File: config.mk
export PLATFORM = sky130hd
export DESIGN_NAME = compare_debounce
export DESIGN_NICKNAME = d
export VERILOG_FILES = /design/src/rtl/compare_debounce.sv
export SDC_FILE = /design/constraint.sdc
export NUM_CORES = 1
export LEC_CHECK = 0
export BUFFER_PORTS_ARGS = -buffer_cell sky130_fd_sc_hd__buf_4
export CORE_UTILIZATION = 35
export DETAILED_ROUTE_END_ITERATION = 16
export SLEW_MARGIN = 20
export SYNTH_ARGS = -nofsm -noshare
export SYNTH_HDL_FRONTEND = slang
export SYNTH_SLANG_ARGS = --single-unit
export TNS_END_PERCENT = 1
File: constraint.sdc
create_clock -name clk -period 5.38 [get_ports clk]
set_input_delay 0.807 -clock clk [delete_from_list [all_inputs] [get_ports clk]]
set_output_delay 0.807 -clock clk [all_outputs]
set_load 0.01 [all_outputs]
File: src/rtl/compare_debounce.sv
// ---------------------------------------------------------------------------
// compare_debounce
//
// Purpose:
//   Debounces the greater/less/equal flags of a 4-bit comparator. A flag
//   class becomes the published verdict only after DEBOUNCE consecutive
//   identical valid samples. Every verdict change (including the first lock
//   after reset/clear) raises a one-cycle change pulse. A valid sample that
//   is not one-hot raises a one-cycle err pulse and restarts the run.
//
// Optional feature (compile-time macro CMP_EVENT_COUNT_EN):
//   When defined, parameter CNT_W and ports cnt_gt/cnt_lt/cnt_eq exist. They
//   count legal accepted samples per class and saturate at all-ones.
//   When undefined, the counters, their parameter and their ports are absent.
//
// Parameters:
//   DEBOUNCE  consecutive identical valid samples needed to lock (>= 1)
//   RUN_W     run-counter width, 2**RUN_W-1 >= DEBOUNCE
//   CNT_W     event-counter width (CMP_EVENT_COUNT_EN only)
//
// Ports:
//   clk            rising-edge clock
//   rst            asynchronous reset, active-high
//   clear          synchronous soft clear, same effect as reset
//   valid_in       sample the three flags this cycle
//   greater/less/equal  comparator flags
//   stable_valid   a verdict is locked since reset/clear
//   stable_gt/lt/eq     one-hot locked verdict (all 0 when none)
//   change         one-cycle pulse on every verdict change
//   err            one-cycle pulse on a non-one-hot valid sample
//   cnt_gt/lt/eq   per-class accepted-sample counters (optional)
// ---------------------------------------------------------------------------
module compare_debounce #(
  parameter int unsigned DEBOUNCE = 3,
  parameter int unsigned RUN_W    = 4
`ifdef CMP_EVENT_COUNT_EN
  ,
  parameter int unsigned CNT_W    = 8
`endif
) (
  input  logic             clk,
  input  logic             rst,
  input  logic             clear,
  input  logic             valid_in,
  input  logic             greater,
  input  logic             less,
  input  logic             equal,
  output logic             stable_valid,
  output logic             stable_gt,
  output logic             stable_lt,
  output logic             stable_eq,
  output logic             change,
  output logic             err
`ifdef CMP_EVENT_COUNT_EN
  ,
  output logic [CNT_W-1:0] cnt_gt,
  output logic [CNT_W-1:0] cnt_lt,
  output logic [CNT_W-1:0] cnt_eq
`endif
);

  // Flag class of a sample; CLS_NONE doubles as "no candidate/no verdict".
  typedef enum logic [1:0] {
    CLS_NONE = 2'd0,
    CLS_GT   = 2'd1,
    CLS_LT   = 2'd2,
    CLS_EQ   = 2'd3
  } cls_t;

  typedef enum logic [0:0] {
    S_NOVERDICT = 1'b0,
    S_VERDICT   = 1'b1
  } state_t;

  localparam logic [RUN_W-1:0] RUN_MAX  = {RUN_W{1'b1}};
  localparam logic [RUN_W-1:0] RUN_LOCK = RUN_W'(DEBOUNCE);

  // True when exactly one of the three flags is set.
  function automatic logic f_is_onehot3(input logic [2:0] flags);
    logic ok;
    case (flags)
      3'b100, 3'b010, 3'b001: ok = 1'b1;
      default:                ok = 1'b0;
    endcase
    return ok;
  endfunction

  // Map a flag vector {greater, less, equal} to its class.
  function automatic cls_t f_classify(input logic [2:0] flags);
    cls_t c;
    case (flags)
      3'b100:  c = CLS_GT;
      3'b010:  c = CLS_LT;
      3'b001:  c = CLS_EQ;
      default: c = CLS_NONE;
    endcase
    return c;
  endfunction

  // Decode a class into the one-hot {gt, lt, eq} verdict bits.
  function automatic logic [2:0] f_decode(input cls_t c);
    logic [2:0] bits;
    case (c)
      CLS_GT:  bits = 3'b100;
      CLS_LT:  bits = 3'b010;
      CLS_EQ:  bits = 3'b001;
      default: bits = 3'b000;
    endcase
    return bits;
  endfunction

  // Registers
  state_t           r_state;
  cls_t             r_cand;
  logic [RUN_W-1:0] r_run;
  cls_t             r_verdict;
  logic             r_stable_valid;
  logic [2:0]       r_stable_bits;
  logic             r_change;
  logic             r_err;

  // Combinational next values
  logic [2:0]       w_flags;
  logic             w_sample_ok;
  logic             w_sample_bad;
  cls_t             w_cls;
  logic [RUN_W-1:0] w_run_inc;
  cls_t             w_cand_next;
  logic [RUN_W-1:0] w_run_next;
  logic             w_lock;
  state_t           w_state_next;
  cls_t             w_verdict_next;
  logic             w_change_next;
  logic             w_err_next;

  assign w_flags      = {greater, less, equal};
  assign w_sample_ok  = valid_in & f_is_onehot3(w_flags);
  assign w_sample_bad = valid_in & ~f_is_onehot3(w_flags);
  assign w_cls        = f_classify(w_flags);
  assign w_run_inc    = (r_run == RUN_MAX) ? r_run : (r_run + RUN_W'(1));

  // Candidate/run update; clear wins over any sample in the same cycle.
  always_comb begin
    w_cand_next = r_cand;
    w_run_next  = r_run;
    if (clear) begin
      w_cand_next = CLS_NONE;
      w_run_next  = '0;
    end else if (w_sample_ok) begin
      if (w_cls == r_cand) begin
        w_run_next = w_run_inc;
      end else begin
        w_cand_next = w_cls;
        w_run_next  = RUN_W'(1);
      end
    end else if (w_sample_bad) begin
      w_cand_next = CLS_NONE;
      w_run_next  = '0;
    end else begin
      // No sample: candidate and run are held so gaps do not break a run.
      w_cand_next = r_cand;
      w_run_next  = r_run;
    end
  end

  // A lock happens on the very edge the run reaches DEBOUNCE with a new class.
  assign w_lock = ~clear & w_sample_ok & (w_run_next == RUN_LOCK) &
                  (w_cand_next != r_verdict);

  // FSM next-state logic.
  always_comb begin
    w_state_next = r_state;
    if (clear) begin
      w_state_next = S_NOVERDICT;
    end else begin
      case (r_state)
        S_NOVERDICT: begin
          if (w_lock) begin
            w_state_next = S_VERDICT;
          end else begin
            w_state_next = S_NOVERDICT;
          end
        end
        S_VERDICT: w_state_next = S_VERDICT;
        default:   w_state_next = S_NOVERDICT;
      endcase
    end
  end

  // FSM output logic: next values for the registered verdict and pulses.
  always_comb begin
    w_verdict_next = r_verdict;
    w_change_next  = 1'b0;
    w_err_next     = 1'b0;
    if (clear) begin
      w_verdict_next = CLS_NONE;
    end else begin
      if (w_lock) begin
        w_verdict_next = w_cand_next;
        w_change_next  = 1'b1;
      end else begin
        w_verdict_next = r_verdict;
      end
      w_err_next = w_sample_bad;
    end
  end

  // FSM state register.
  always_ff @(posedge clk or posedge rst) begin
    if (rst) begin
      r_state <= S_NOVERDICT;
    end else begin
      r_state <= w_state_next;
    end
  end

  // Candidate, run and registered outputs.
  always_ff @(posedge clk or posedge rst) begin
    if (rst) begin
      r_cand         <= CLS_NONE;
      r_run          <= '0;
      r_verdict      <= CLS_NONE;
      r_stable_valid <= 1'b0;
      r_stable_bits  <= 3'b000;
      r_change       <= 1'b0;
      r_err          <= 1'b0;
    end else begin
      r_cand         <= w_cand_next;
      r_run          <= w_run_next;
      r_verdict      <= w_verdict_next;
      r_stable_valid <= (w_state_next == S_VERDICT);
      r_stable_bits  <= f_decode(w_verdict_next);
      r_change       <= w_change_next;
      r_err          <= w_err_next;
    end
  end

  assign stable_valid = r_stable_valid;
  assign stable_gt    = r_stable_bits[2];
  assign stable_lt    = r_stable_bits[1];
  assign stable_eq    = r_stable_bits[0];
  assign change       = r_change;
  assign err          = r_err;

`ifdef CMP_EVENT_COUNT_EN
  localparam logic [CNT_W-1:0] CNT_MAX = {CNT_W{1'b1}};

  logic [CNT_W-1:0] r_cnt_gt;
  logic [CNT_W-1:0] r_cnt_lt;
  logic [CNT_W-1:0] r_cnt_eq;
  logic [CNT_W-1:0] w_cnt_gt_next;
  logic [CNT_W-1:0] w_cnt_lt_next;
  logic [CNT_W-1:0] w_cnt_eq_next;

  // Per-class saturating counters of legal samples; cleared samples are dropped.
  always_comb begin
    w_cnt_gt_next = r_cnt_gt;
    w_cnt_lt_next = r_cnt_lt;
    w_cnt_eq_next = r_cnt_eq;
    if (clear) begin
      w_cnt_gt_next = '0;
      w_cnt_lt_next = '0;
      w_cnt_eq_next = '0;
    end else if (w_sample_ok) begin
      case (w_cls)
        CLS_GT: begin
          if (r_cnt_gt != CNT_MAX) begin
            w_cnt_gt_next = r_cnt_gt + CNT_W'(1);
          end else begin
            w_cnt_gt_next = r_cnt_gt;
          end
        end
        CLS_LT: begin
          if (r_cnt_lt != CNT_MAX) begin
            w_cnt_lt_next = r_cnt_lt + CNT_W'(1);
          end else begin
            w_cnt_lt_next = r_cnt_lt;
          end
        end
        CLS_EQ: begin
          if (r_cnt_eq != CNT_MAX) begin
            w_cnt_eq_next = r_cnt_eq + CNT_W'(1);
          end else begin
            w_cnt_eq_next = r_cnt_eq;
          end
        end
        default: begin
          w_cnt_gt_next = r_cnt_gt;
          w_cnt_lt_next = r_cnt_lt;
          w_cnt_eq_next = r_cnt_eq;
        end
      endcase
    end else begin
      w_cnt_gt_next = r_cnt_gt;
      w_cnt_lt_next = r_cnt_lt;
      w_cnt_eq_next = r_cnt_eq;
    end
  end

  // Event counter registers.
  always_ff @(posedge clk or posedge rst) begin
    if (rst) begin
      r_cnt_gt <= '0;
      r_cnt_lt <= '0;
      r_cnt_eq <= '0;
    end else begin
      r_cnt_gt <= w_cnt_gt_next;
      r_cnt_lt <= w_cnt_lt_next;
      r_cnt_eq <= w_cnt_eq_next;
    end
  end

  assign cnt_gt = r_cnt_gt;
  assign cnt_lt = r_cnt_lt;
  assign cnt_eq = r_cnt_eq;
`endif

endmodule

==> qor_table.md, run 1 <==
| Parameter | Reported | Unit |
|:---|:---|:---|
| Most common cell in the synthesized netlist | sky130_fd_sc_hd__dfrtp_1 | - |
| Remaining global-route overflow | 0 | - |
| RSZ-0062 raised after global routing | false | - |
| Kind of path behind the tightest hold check | reg -> reg | - |
| Critical path peak fanout | 12 | - |
| Number of violations of the max-capacitance limit | 0 | - |
| Antenna violations before repair | 0 | - |
| RR Startpoint | r_run[0] | - |
| Clock root buffer master | sky130_fd_sc_hd__clkbuf_4 | - |
| Number of warnings issued by yosys | 0 | - |
| Leakage power total | 0.000492 | uW |
| Antenna-violating nets left | 0 | - |
| Number of remaining DRC errors | 0 | - |
| Result of the run | completed | - |
| Register bit count reported by yosys | 14 | - |
| Distinct cell type count of the synthesized netlist | 40 | - |
| Drt pass-1 iters | 4 | - |
| Total inserted antenna cells | 0 | - |
| Nets | 120 | - |
| Crit start category | input port | - |
| Power per cell area | 202 | mW/mm^2 |
| Net count after synthesis | 110 | - |
| Path type of the worst setup path | in -> reg | - |
| Routability congestion estimate | 0.737 | - |
| Cell row count | 18 | - |
| Maximum operating frequency | 0.421 | GHz |
| Core area | 0.00254 | mm^2 |
| All-layer global routing usage | 13.9 | % |
| DPL Wire Length | 1.31 | mm |
| Count of pins on the block boundary | 13 | - |
| Largest buffer count on any clock path | 2 | - |
| Library cell occupying the most area in the post-synthesis netlist | sky130_fd_sc_hd__dfrtp_1 | - |
| Least-Margin Pin Slew | 0.531 | ns |
| Number of cells on the worst reg-to-reg path | 7 | - |
| Total wirelength of the detailed-routed design | 1.75 | mm |
| Worst-case hold path end point | stable_valid | - |
| TritonCTS clock tree | built | - |
| Total power draw | 215 | uW |
| Post-CTS setup buffer count | 0 | - |
| Sequential cell area fraction in the yosys report | 36.4 | % |
| Final slew viol count | 0 | - |
| Number of vias per cell after detailed routing | 5.37 | - |
| Die outline width | 54.5 | um |
| Setup violation total in the final timing report | 0 | - |
| Dominant register cell in the synthesized netlist | sky130_fd_sc_hd__dfrtp_1 | - |
| Startpoint of the lowest-slack hold path | stable_valid | - |
| Most common library cells after synthesis | sky130_fd_sc_hd__dfrtp_1 (14), sky130_fd_sc_hd__a21oi_1 (9), sky130_fd_sc_hd__nor2_1 (8), sky130_fd_sc_hd__inv_1 (5), sky130_fd_sc_hd__nand3_1 (5) | - |
| Final worst path period need | 2.37 | ns |
| Number of port buffers | 12 | - |
| Full die area | 0.00297 | mm^2 |
| Number of filler instances in the final layout | 254 | - |
| Arrival @ worst endpoint | 2.54 | ns |
| Wire length of the first global-routing pass | 2.99 | mm |
| Largest net degree at the start of global routing | 16 | - |
| Total vias in the final route | 757 | - |
| Synth top area share | 36.4 | % |
| Number of cells on the worst hold path | 1 | - |
| Nature of the critical path endpoint | flip-flop | - |
| Clock skew after layout | 0.00308 | ns |
| Worst reg2reg path endpoint | r_stable_bits[1] | - |
| Data required time of the worst path | 5.54 | ns |
| Synth area leaders | sky130_fd_sc_hd__dfrtp_1 (36%), sky130_fd_sc_hd__a21oi_1 (4.7%), sky130_fd_sc_hd__mux2i_1 (4.2%), sky130_fd_sc_hd__buf_6 (3.5%), sky130_fd_sc_hd__a211oi_1 (3.1%) | - |
| Combined area of all synthesized cells | 963 | um^2 |
| Reg clk slew, reported paths | 0.09 | ns |
| Avg Synthesized Cell Area | 9.45 | um^2 |
| Layout area overhead | 10.8 | % |
| Number of levels the H-tree was split into | 1 | - |
| Number of sinks driven by the clock tree | 14 | - |
| Post-cts gate resize count | 0 | - |
| Setup slack of the worst register-to-register path | 3.25 | ns |
| Starting DRC count in detailed routing | 14 | - |
| Via count of the first global-routing pass | 647 | - |
| Hold Vio Cnt, Final | 0 | - |
| Post-synth EDFFs | 0 | - |
| Synth Instances | 102 | - |
| Tcrit/Tclk final | 44.1 | % |
| Worst VDD drop | 0.0926 | mV |
| Wire per inst | 12.4 | um |
| Hold-fix buffers, CTS | 0 | - |
| Die height | 54.5 | um |
| TritonCTS Buffers | 3 | - |
| Layout cells sized above 1 | 27.0 | % |
| Proportion of register bits with asynchronous set or reset after synthesis | 100 | % |
| Clock latency of the later-clocked register in the worst-skew pair | 0.27 | ns |
| Final total negative setup slack | 0 | ns |
| Initial Utilization | 37.9 | % |
| Headroom to the max-slew limit | 64.3 | % |
[kinds of logic (layout without fill, tap and decap cells)]
family / count (synthesis) / in the layout / synth area share [%]
simple gates: 35 / 35 / 22.1
fa+ha+maj: 1 / 1 / 1.30
mux: 6 / 6 / 7.27
flops: 14 / 14 / 36.4
compound gates: 29 / 29 / 21.0
buf+inv: 14 / 23 / 9.22
xor+xnor: 3 / 3 / 2.73
[through the flow]
step                      std cells  hold WS (ns)  area [um^2]  setup slack, ns  util (%)
after floorplan                 102         0.538          963             2.96         -
after global placement          137         0.500         1030             2.74      40.5
after detailed placement        137         0.498         1030             2.72      40.5
after CTS                       141         0.519         1070             3.01      41.9
after global routing            141         0.527         1070             2.91      41.9
final                           141         0.514         1070             3.01      41.9
[cells in the final DEF (no fill, tap or decap), drive strengths merged, types with 2 or more instances in the layout]
master / Yosys / routed
a211oi: 4 / 4
a21oi: 11 / 11
a22oi: 2 / 2
buf: 6 / 12
clkbuf: 1 / 4
dfrtp: 14 / 14
inv: 7 / 7
mux2: 2 / 2
mux2i: 4 / 4
nand2: 3 / 3
nand2b: 3 / 3
nand3: 5 / 5
nand4: 2 / 2
nor2: 8 / 8
nor2b: 2 / 2
nor3: 4 / 4
o211ai: 2 / 2
o21ai: 3 / 3
o22ai: 2 / 2
or2: 2 / 2
or2b: 2 / 2
xnor2: 2 / 2
[flip-flops by register name (all words and copies together) (netlist names)]
name and cells:
err 1, change 1, r_stable_bits 3, stable_valid 1
r_cand 2, r_verdict 2, r_run 4
[how the worst max path moves through the flow]
stage                      from               end  slack, ns  cells after the start
final                      less  r_stable_bits[1]       3.01                      7
after global routing       less  r_stable_bits[1]       2.91                      7
after CTS                  less  r_stable_bits[1]       3.01                      7
after detailed placement   less  r_stable_bits[1]       2.72                      7
after global placement     less  r_stable_bits[1]       2.74                      7
after floorplan           equal  r_stable_bits[1]       2.96                      7
[power breakdown]
part           internal (uW)  switching (uW)  total, uW
logic                   12.4            18.3       30.7
clock network           41.1            34.5       75.6
registers                107            2.17        109
total                    160            55.0        215
[routing by layer]
layer  wire length, um  global-route usage [%]
met1               868                    20.9
met2               764                    20.1
met3                91                    1.67
met4                22                    5.13
met5                 0                       0
[area by class of cell]
class                   instances  area [um^2]  share of cell area, %
flip-flops and latches         14          350                   32.8
repair buffers                 12         90.1                   8.44
well taps                      30         37.5                   3.52
inverters                       7         28.8                   2.70
multi-input cells              74          524                   49.1
clock buffers                   4         36.3                   3.40
[worst max-delay path: stages]
cell and delay, ns:
sky130_fd_sc_hd__buf_4 0.16, sky130_fd_sc_hd__nor3b_2 0.26, sky130_fd_sc_hd__a21o_1 0.18, sky130_fd_sc_hd__a21boi_2 0.20, sky130_fd_sc_hd__a21oi_2 0.07, sky130_fd_sc_hd__nor4_4 0.52
sky130_fd_sc_hd__mux2_4 0.34
Power figures use the tool's default switching activity.
==> run 2, diff against run 1 <==
==> constraint.sdc (replaced) <==
create_clock -name clk -period 2.3 [get_ports clk]
set_input_delay 0.345 -clock clk [delete_from_list [all_inputs] [get_ports clk]]
set_output_delay 0.345 -clock clk [all_outputs]
set_load 0.01 [all_outputs]
==> run 2 against run 1 <==
- flip-flop and latch count unchanged
- via count up 1.8%
- critical path depth rose by 1
- largest power group unchanged
- clock skew down 0.0014 ns
- non-clock buffer count is 1 higher
- sequential power is 130% higher
- critical path type is now reg -> reg
- critical endpoint is now r_verdict[0]
==> qor_table.md, run 2 (synthesis results as in run 1) <==
| Parameter | Reported | Unit | Delta |
|:---|:---|:---|:---|
| RSZ-0062 raised after global routing | false | - |  |
| Clock skew after layout | 0.00170 | ns | -0.00138 ns |
| Remaining global-route overflow | 0 | - | unchanged |
| Post-CTS setup buffer count | 0 | - | unchanged |
| Antenna violations before repair | 0 | - | unchanged |
| Setup slack of the worst register-to-register path | 0.34 | ns | -2.91 ns |
| Starting DRC count in detailed routing | 15 | - | +1 |
| Origin of the worst setup path | r_run[1] | - |  |
| Number of violations of the max-capacitance limit | 0 | - | unchanged |
| Routability congestion estimate | 0.771 | - | +4.6% |
| Kind of path behind the tightest hold check | in -> async | - |  |
| Nature of the critical path endpoint | flip-flop | - |  |
| Crit-path cells | ha_1 > nand3_1 > nand3_1 > a21boi_2 > a21oi_2 > nor4_4 > buf_4 > mux2i_1 | - |  |
| Core area | 0.00254 | mm^2 | unchanged |
| Crit-path slowest cell | sky130_fd_sc_hd__dfrtp_1 | - |  |
| Final worst path period need | 1.96 | ns |  |
| Nets | 121 | - | +0.83% |
| Headroom to the max-slew limit | 65.2 | % | +0.82 points |
| Number of cells on the worst reg-to-reg path | 8 | - | +1 |
| Result of the run | completed | - |  |
| Clock root buffer master | sky130_fd_sc_hd__clkbuf_4 | - |  |
| Most frequent cells in the layout | sky130_fd_sc_hd__dfrtp_1 (14), sky130_fd_sc_hd__buf_4 (13), sky130_fd_sc_hd__a21oi_1 (9) | - |  |
| Wire length of the first global-routing pass | 2.93 | mm | -2.3% |
| Hold Vio Cnt, Final | 0 | - | unchanged |
| TritonCTS Buffers | 3 | - | unchanged |
| Number of levels the H-tree was split into | 1 | - | unchanged |
| DPL Wire Length | 1.33 | mm | +1.7% |
| Setup violation total in the final timing report | 0 | - | unchanged |
| Cell row count | 18 | - | unchanged |
| Least-Margin Pin Slew | 0.522 | ns | -0.00893 ns |
| Number of filler instances in the final layout | 259 | - | +2.0% |
| Via count of the first global-routing pass | 648 | - | +0.15% |
| Most common cell after layout, fill and taps aside | sky130_fd_sc_hd__dfrtp_1 | - |  |
| Layout area overhead | 11.6 | % |  |
| Number of port buffers | 12 | - | unchanged |
| Full die area | 0.00297 | mm^2 | unchanged |
| Largest buffer count on any clock path | 2 | - | unchanged |
| Leakage power total | 0.000497 | uW | +1.1% |
| Registers with the highest flip-flop counts | r_run (4), r_stable_bits (3) | - |  |
| Count of pins on the block boundary | 13 | - | unchanged |
| Largest net degree at the start of global routing | 16 | - | unchanged |
| Worst VDD drop | 0.250 | mV | +170% |
| Largest incremental delay on the critical path | 0.44 | ns | -0.08 ns |
| Maximum operating frequency | 0.510 | GHz |  |
| Largest register FFs | 4 | - | unchanged |
| Final total negative setup slack | 0 | ns | unchanged |
| End point of the critical path | r_verdict[0] | - |  |
| Reg clk slew, reported paths | 0.08 | ns | about the same |
| Total inserted antenna cells | 0 | - | unchanged |
| Arrival @ worst endpoint | 2.16 | ns | -0.38 ns |
| Total wirelength of the detailed-routed design | 1.77 | mm | +1.4% |
| TritonCTS clock tree | built | - |  |
| Multi-input logic area | 524 | um^2 | unchanged |
| Hold-fix buffers, CTS | 0 | - | unchanged |
| Register area | 350 | um^2 | unchanged |
| Number of sinks driven by the clock tree | 14 | - | unchanged |
| Final instance count without filler cells | 142 | - | +0.71% |
| Number of vias per cell after detailed routing | 5.43 | - | +1.1% |
| Final slew viol count | 0 | - | unchanged |
| Layout cells sized above 1 | 27.7 | % | +0.65 points |
| Cell mode on critical path | sky130_fd_sc_hd__nand3_1 | - |  |
| All-layer global routing usage | 14.2 | % | +0.28 points |
| RR Startpoint | r_run[1] | - |  |
| Drt pass-1 iters | 4 | - | unchanged |
| Tcrit/Tclk final | 85.3 | % |  |
| Initial Utilization | 37.9 | % | unchanged |
| Number of placed instances, taps included | 138 | - | +0.73% |
| Data required time of the worst path | 2.50 | ns | -3.04 ns |
| Die height | 54.5 | um | unchanged |
| Path type of the worst setup path | reg -> reg | - |  |
| Antenna-violating nets left | 0 | - | unchanged |
| Register name with the most flops | r_run | - |  |
| Number of remaining DRC errors | 0 | - | unchanged |
| Critical path peak fanout | 5 | - | -7 |
| Clock latency of the later-clocked register in the worst-skew pair | 0.27 | ns | about the same |
| Wire per inst | 12.5 | um | +0.66% |
| Power per cell area | 462 | mW/mm^2 | +130% |
| Die outline width | 54.5 | um | unchanged |
| Worst reg2reg path endpoint | r_verdict[0] | - |  |
| Total vias in the final route | 771 | - | +1.8% |
| Post-cts gate resize count | 0 | - | unchanged |
| Crit start category | flip-flop | - |  |
run 2: cell types whose count changed in the layout (fill, tap and decap cells not counted), sizes merged:
cell / change
buf: +1
run 2: how the worst min path moves through the flow:
stage / startpoint / end / slack, ns / cells after the start
after CTS: rst / change / 0.12 / 2
after global routing: rst / r_run[1] / 0.15 / 2
after global placement: rst / r_run[2] / 0.42 / 2
after detailed placement: rst / err / 0.42 / 2
final: rst / change / 0.10 / 2
after floorplan: rst / change / 0.23 / 1
run 2: area by class of cell:
cell class / instances / share of cell area [%]
clock buffers: 4 / 3.38
multi-input cells: 74 / 48.8
repair buffers: 13 / 9.08
well taps: 30 / 3.49
inverters: 7 / 2.68
flip-flops and latches: 14 / 32.6
run 2: power breakdown:
part	switching (uW)	internal [uW]	leakage, uW
Clock	74.4	96.1	0.0000210
Combinational	42.0	29.0	0.000283
Sequential	5.05	250	0.000193
run 2: per-layer routing:
layer	vias to the layer above	global-route usage [%]	routed length, um
met5	-	0	0
met4	0	8.97	27
met3	2	1.67	88
met2	21	21.3	814
met1	364	19.2	839
li1	384	-	-
run 2: per-stage QoR:
step	worst slack, ns	area [um^2]	hold WS, ns	util [%]	power (uW)
2_1_floorplan	0.341	963	0.234	-	315
3_3_place_gp	0.308	1040	0.420	40.8	331
3_5_place_dp	0.281	1040	0.418	40.8	331
4_1_cts	0.335	1070	0.115	42.2	503
5_1_grt	0.176	1070	0.145	42.2	524
6_report	0.339	1070	0.104	42.2	497
run 2: critical path: cells and delay by family (launching register included):
| kind | cells | cell delay [ns] |
|---|---|---|
| muxes | 1 | 0.18 |
| DFF | 1 | 0.44 |
| buffers and inverters | 1 | 0.21 |
| adders and majority gates | 1 | 0.25 |
| AOI/OAI and AO/OA | 2 | 0.23 |
| and+or+nand+nor | 3 | 0.58 |
